## config.mk

```make
export PLATFORM = sky130hd
export DESIGN_NAME = bcd_7segment_flat
export DESIGN_NICKNAME = d
export VERILOG_FILES = /design/src/rtl/bcd_7segment_if.sv /design/src/rtl/bcd_7segment.sv /design/src/flat_wrapper.sv
export SDC_FILE = /design/constraint.sdc
export NUM_CORES = 1
export LEC_CHECK = 0
export ABC_AREA = 1
export CORE_MARGIN = 2
export CORE_UTILIZATION = 30
export CTS_CLUSTER_SIZE = 40
export DETAILED_ROUTE_END_ITERATION = 7
export GPL_ROUTABILITY_DRIVEN = 0
export GPL_TIMING_DRIVEN = 0
export PLACE_DENSITY_LB_ADDON = 0.1
export SLEW_MARGIN = 40
export SYNTH_ARGS = -nofsm -noshare
export SYNTH_HDL_FRONTEND = slang
export SYNTH_SLANG_ARGS = --single-unit
```

## constraint.sdc

```tcl
create_clock -name clk -period 1.3 [get_ports clk]
set_clock_uncertainty 0.15 [all_clocks]
set_input_delay 0.26 -clock clk [delete_from_list [all_inputs] [get_ports clk]]
set_output_delay 0.26 -clock clk [all_outputs]
set_load 0.05 [all_outputs]
```

## src/rtl/bcd_7segment_if.sv

```systemverilog
// Digit/segment bundle for bcd_7segment.
// The master drives the digit code and control lines and the slave returns segment drive and
// error flag.
interface bcd_7segment_if;
  logic       en;
  logic [3:0] bcd;
  logic       bl;
  logic       lt;
  logic [6:0] seg;
  logic       err;

  modport master (
    output en,
    output bcd,
    output bl,
    output lt,
    input  seg,
    input  err
  );

  modport slave (
    input  en,
    input  bcd,
    input  bl,
    input  lt,
    output seg,
    output err
  );
endinterface

```

## src/rtl/bcd_7segment.sv

```systemverilog
// Registered BCD-to-seven-segment decoder with blank, lamp test and invalid-code flag.
// The segment outputs are active-high, and the bit order is {g,f,e,d,c,b,a}.
// Define BCD7SEG_HEX_EN to show hex glyphs for codes 10-15 instead of blanking them and
// flagging them.
module bcd_7segment (
  input logic           clk,
  input logic           rst,
  bcd_7segment_if.slave bus
);

  logic [6:0] seg_q, seg_d;
  logic       err_q, err_d;
  logic [6:0] glyph;
  logic       glyph_bad;

  // Digit code to glyph; glyph_bad marks codes with no displayable glyph in this build
  always_comb begin
    glyph     = 7'b0000000;
    glyph_bad = 1'b0;
    case (bus.bcd)
      4'd0:  glyph = 7'b0111111;
      4'd1:  glyph = 7'b0000110;
      4'd2:  glyph = 7'b1011011;
      4'd3:  glyph = 7'b1001111;
      4'd4:  glyph = 7'b1100110;
      4'd5:  glyph = 7'b1101101;
      4'd6:  glyph = 7'b1111101;
      4'd7:  glyph = 7'b0000111;
      4'd8:  glyph = 7'b1111111;
      4'd9:  glyph = 7'b1101111;
`ifdef BCD7SEG_HEX_EN
      4'd10: glyph = 7'b1110111;
      4'd11: glyph = 7'b1111100;
      4'd12: glyph = 7'b0111001;
      4'd13: glyph = 7'b1011110;
      4'd14: glyph = 7'b1111001;
      4'd15: glyph = 7'b1110001;
`else
      default: begin
        glyph     = 7'b0000000;
        glyph_bad = 1'b1;
      end
`endif
    endcase
  end

  // Override priority: blank beats lamp test, and both beat the decode path.
  // The err flag only follows the decode path.
  always_comb begin
    seg_d = glyph;
    err_d = glyph_bad;
    if (bus.bl) begin
      seg_d = 7'b0000000;
      err_d = 1'b0;
    end else if (bus.lt) begin
      seg_d = 7'b1111111;
      err_d = 1'b0;
    end
  end

  // Output registers load only when enabled. Reset clears them without waiting for a clock.
  always_ff @(posedge clk or posedge rst) begin
    if (rst) begin
      seg_q <= 7'b0000000;
      err_q <= 1'b0;
    end else if (bus.en) begin
      seg_q <= seg_d;
      err_q <= err_d;
    end
  end

  assign bus.seg = seg_q;
  assign bus.err = err_q;

endmodule

```

## src/flat_wrapper.sv

```systemverilog
// flat-port wrapper written by rule: the top's interface ports become plain ports
module bcd_7segment_flat 
  (clk, rst, bus_en, bus_bcd, bus_bl, bus_lt, bus_seg, bus_err);
  bcd_7segment_if bus_i ();
  input logic clk;
  input logic rst;
  input wire logic [$bits(bus_i.en)-1:0] bus_en;
  input wire logic [$bits(bus_i.bcd)-1:0] bus_bcd;
  input wire logic [$bits(bus_i.bl)-1:0] bus_bl;
  input wire logic [$bits(bus_i.lt)-1:0] bus_lt;
  output wire logic [$bits(bus_i.seg)-1:0] bus_seg;
  output wire logic [$bits(bus_i.err)-1:0] bus_err;
  assign bus_i.en = bus_en;
  assign bus_i.bcd = bus_bcd;
  assign bus_i.bl = bus_bl;
  assign bus_i.lt = bus_lt;
  assign bus_seg = bus_i.seg;
  assign bus_err = bus_i.err;
  bcd_7segment u_core (.clk(clk), .rst(rst), .bus(bus_i));
endmodule
```

## After elaboration in Yosys (flattened, before gate mapping)

Index checks and enable logic that the tools add are counted.

- Register bits after elaboration: 8
- Input port bits: 9
- Output and inout port bits: 8
- Word-level logic and storage cells: 19

- Equal/unequal tests: 9
- Multiplexer cells: 6
- Reductions and logical operators: 2

Operators by type and width:

| cell | count |
|---|---|
| $pmux 7 s10 | 1 |
| $eq 4x3->1 const B | 4 |
| $mux 7 | 2 |
| $reduce_or 10->1 | 1 |
| $eq 4x2->1 const B | 2 |
| $eq 4x4->1 const B | 2 |
| $eq 4x1->1 const B | 1 |
| $logic_not 4->1 | 1 |
| $mux 1 | 3 |

## Logic depth before layout (Yosys ltp)

- Depth after elaboration: 5
- Mapped depth: 8
- Mapped depth without buffers: 8

## Worst setup path before layout

OpenSTA, ideal clock, no wires.

- Kind: reg2out
- Start point: reg u_core.err_q, in the netlist u_core.bus.err
- End point: out bus_err
- Arrival time: 600 ps
- Required time: 890 ps
- Slack: 290 ps
- Stages on the path, launching flop included: 1
- Buffers on the path: 0
- Cell sequence: dfrtp_1

RTL lines:

| item | RTL line | RTL |
|---|---|---|
| start: declaration | bcd_7segment.sv:12 | `logic err_q, err_d;` |
| start signal: assignment | bcd_7segment.sv:68 | `err_q <= err_d;` |
| end: declaration | flat_wrapper.sv:12 | `output wire logic [$bits(bus_i.err)-1:0] bus_err;` |

No word-level cell between the ends.

## Worst setup path after layout

- Start point: reg u_core.seg_q[5], in the netlist u_core.bus.seg[5]
- End point: out bus_seg[5]

RTL lines:

| item | RTL line | RTL |
|---|---|---|
| start: declaration | bcd_7segment.sv:11 | `logic [6:0] seg_q, seg_d;` |
| start signal: assignment | bcd_7segment.sv:67 | `seg_q <= seg_d;` |
| end: declaration | flat_wrapper.sv:11 | `output wire logic [$bits(bus_i.seg)-1:0] bus_seg;` |

No word-level cell between the ends.

==> out/qor.yml <==
grt:
  track_usage: 0.119
  grt_max_degree: 9
  met1_usage: 0.151
  use_met3: 0.0125
  grt_pass1_vias: 418
  grt_antenna_before_repair: 0
  grt_busiest_layer: "met2"
  grt_use_met2: 0.185
  grt_pass1_wl_um: 1660
  overflow: 0
critical_path:
  r2r_slack_ns: 0.53
  crit_path_top_delay_cell: "dfrtp_1"
  cp.arrival_ns: 0.85
  cpPeakStageDelay_ns: 0.34
  reg2reg_depth: 2
  crit_type: "register to primary output"
  crit_fanout: 2
  crit_path_start_kind: "register"
  crit_chain: "buf_2"
  cp_num_buf_inv: 1
  end_kind: "primary output"
  cp_top_family: "flip-flops"
  cp.required_ns: 0.89
  r2r_start: "u_core.bus.seg[1]"
  timing.rr.end: "u_core.bus.seg[1]"
synthesis:
  synth_seq_cells: 8
  synthCells: 70
  yosysTopAreaCellShare: 0.428
  ys_dominant_reg_cell: "dfrtp_1"
  syn-num-nets: 79
  yosysUniqueCellTypes: 14
  synth_top_cells_by_count: "27 x nand2_1, 9 x inv_1, 8 x dfrtp_1, 6 x nor2_1, 5 x nand3_1"
  synthArstFlopShare: 1.00
  avgSynthCellArea_sq_um: 6.68
  netlist_area_sq_um: 468
  synth_most_common_cell: "nand2_1"
  ys_warn_count: 0
  yosysTopAreaCell: "dfrtp_1"
  synth-edff-count: 0
  synth-seq-area-share: 0.428
  synth_top_cells_by_area: "dfrtp_1 43%, nand2_1 22%, inv_1 7.2%, nand3_1 5.3%, nor2_1 4.8%"
clock_network:
  cts.sinks: 8
  clk_pin_slew_ns: 0.05
  holdBufCountCts: 0
  cts_resized: 44
  h-tree-depth: 1
  worstSkewPairLatency_ns: 0.24
  cts_root_buf: "clkbuf_4"
  clockBufferDepth: 2
  post_cts.repair.setup_buffers: 0
  cts_tree: "yes"
  cts_made_buffers: 3
sta:
  rsz0062_at_grt: "no"
  worst_pin_slew_ns: 0.307
  slew_viol_final: 0
  hold_violations: 0
  setup_violations: 0
  relSlewSlack: 0.795
  post-route-period-util: 0.966
  finalSetupTns_ns: 0
  fin_hold_ws_ns: 0.111
  timing.final.ws_setup_ns: 0.0437
  fmax_mhz: 796
  final.min_clock_period_ns: 1.26
layout:
  antenna-diode-count: 0
  seqCellArea_sq_um: 200
  fillCellCount: 161
  post-route-util: 0.420
  final_net_count: 100
  syn2layout_area_growth_pct: 33.7
  multi_input_area_sq_um: 226
  drive_gt1_frac: 0.180
drt:
  antenna_left: 0
  post_drt_wl_per_cell_um: 9.46
  vias_per_cell: 4.40
  wl_um: 993
  initialDrtViolationCount: 9
  vias: 462
  dr.pass1.iters: 4
  drc: 0
placed_design:
  dp_hpwl_um: 798
  port_buffers: 16
  place_ws_ns: -0.370
floorplan:
  die_area_sq_um: 1890
  coreArea_sq_um: 1490
  die_y_um: 43.5
  ioPinCount: 17
  die_x_um: 43.5
  start_util: 0.314
  fp-row-count: 14
run:
  maxCapViolations: 0
run_status:
  status: "complete, no violations"
power:
  peakVddDrop_mv: 0.251
  powerDensity_nw_per_um2: 1080
  cellLeakagePower_nw: 0.364
hold_path:
  min_path_type: "primary input to asynchronous set/reset pin"
-- metal layers --
layer	vias to the layer above	share of wire
li1	259	-
met1	186	0.49
met2	15	0.42
met3	2	0.070
met4	0	0.014
met5	-	0
-- layout make-up --
cell class	count	share of cell area
multi-input cells	51	0.362
clock buffers	3	0.0360
flip-flops and latches	8	0.320
well taps	16	0.0320
inverters	11	0.0660
repair buffers	16	0.184
-- worst max path at each step --
| stage | from | endpoint | cells past startpoint |
|---|---|---|---|
| 2_1_floorplan | u_core.bus.err | bus_err | 0 |
| 3_3_place_gp | bus_bcd[1] | u_core.bus.seg[5] | 8 |
| 3_5_place_dp | bus_bcd[1] | u_core.bus.seg[5] | 8 |
| 4_1_cts | u_core.bus.seg[2] | bus_seg[2] | 1 |
| 5_1_grt | u_core.bus.seg[2] | bus_seg[2] | 1 |
| 6_report | u_core.bus.seg[5] | bus_seg[5] | 1 |
-- report_power, final --
part	leakage, nW	internal, mW	switching (mW)
registers	0.102	0.272	0.0104
clock network	0.0138	0.105	0.0760
logic	0.248	0.0591	0.153
total	0.364	0.437	0.240
-- placed cells by master, fill, tap and decap left out, types with 2 or more instances in the layout --
| cell type | count |
|---|---|
| nand2_1 | 27 |
| dlygate4sd2_1 | 4 |
| nor2_1 | 6 |
| clkbuf_4 | 3 |
| buf_2 | 8 |
| nand4_1 | 2 |
| inv_1 | 9 |
| inv_2 | 2 |
| o21ai_0 | 3 |
| a21oi_1 | 2 |
| dfrtp_1 | 8 |
| nand3_1 | 5 |
| clkdlybuf4s50_1 | 4 |
| nor2_2 | 2 |
-- state kept, by name, indices dropped and copies added, names as in the netlist --
name / cells
u_core.bus.seg: 7
u_core.bus.err: 1
-- kinds of logic (layout without fill, tap and decap cells) --
family | Yosys count | after routing | share of synthesized area
simple gates | 43 | 43 | 0.385
buf+inv | 11 | 30 | 0.0882
flops | 8 | 8 | 0.428
compound gates | 8 | 8 | 0.0989
-- per-stage QoR --
| step | area [sq um] | total power [mW] | instances |
|---|---|---|---|
| after CTS | 626 | 0.690 | 105 |
| after global routing | 626 | 0.713 | 105 |
| final | 626 | 0.676 | 105 |
| after floorplan | 468 | 0.436 | 70 |
| after detailed placement | 648 | 0.529 | 102 |
| after global placement | 648 | 0.528 | 102 |
Note: power is estimated with default switching activity, not from simulation.
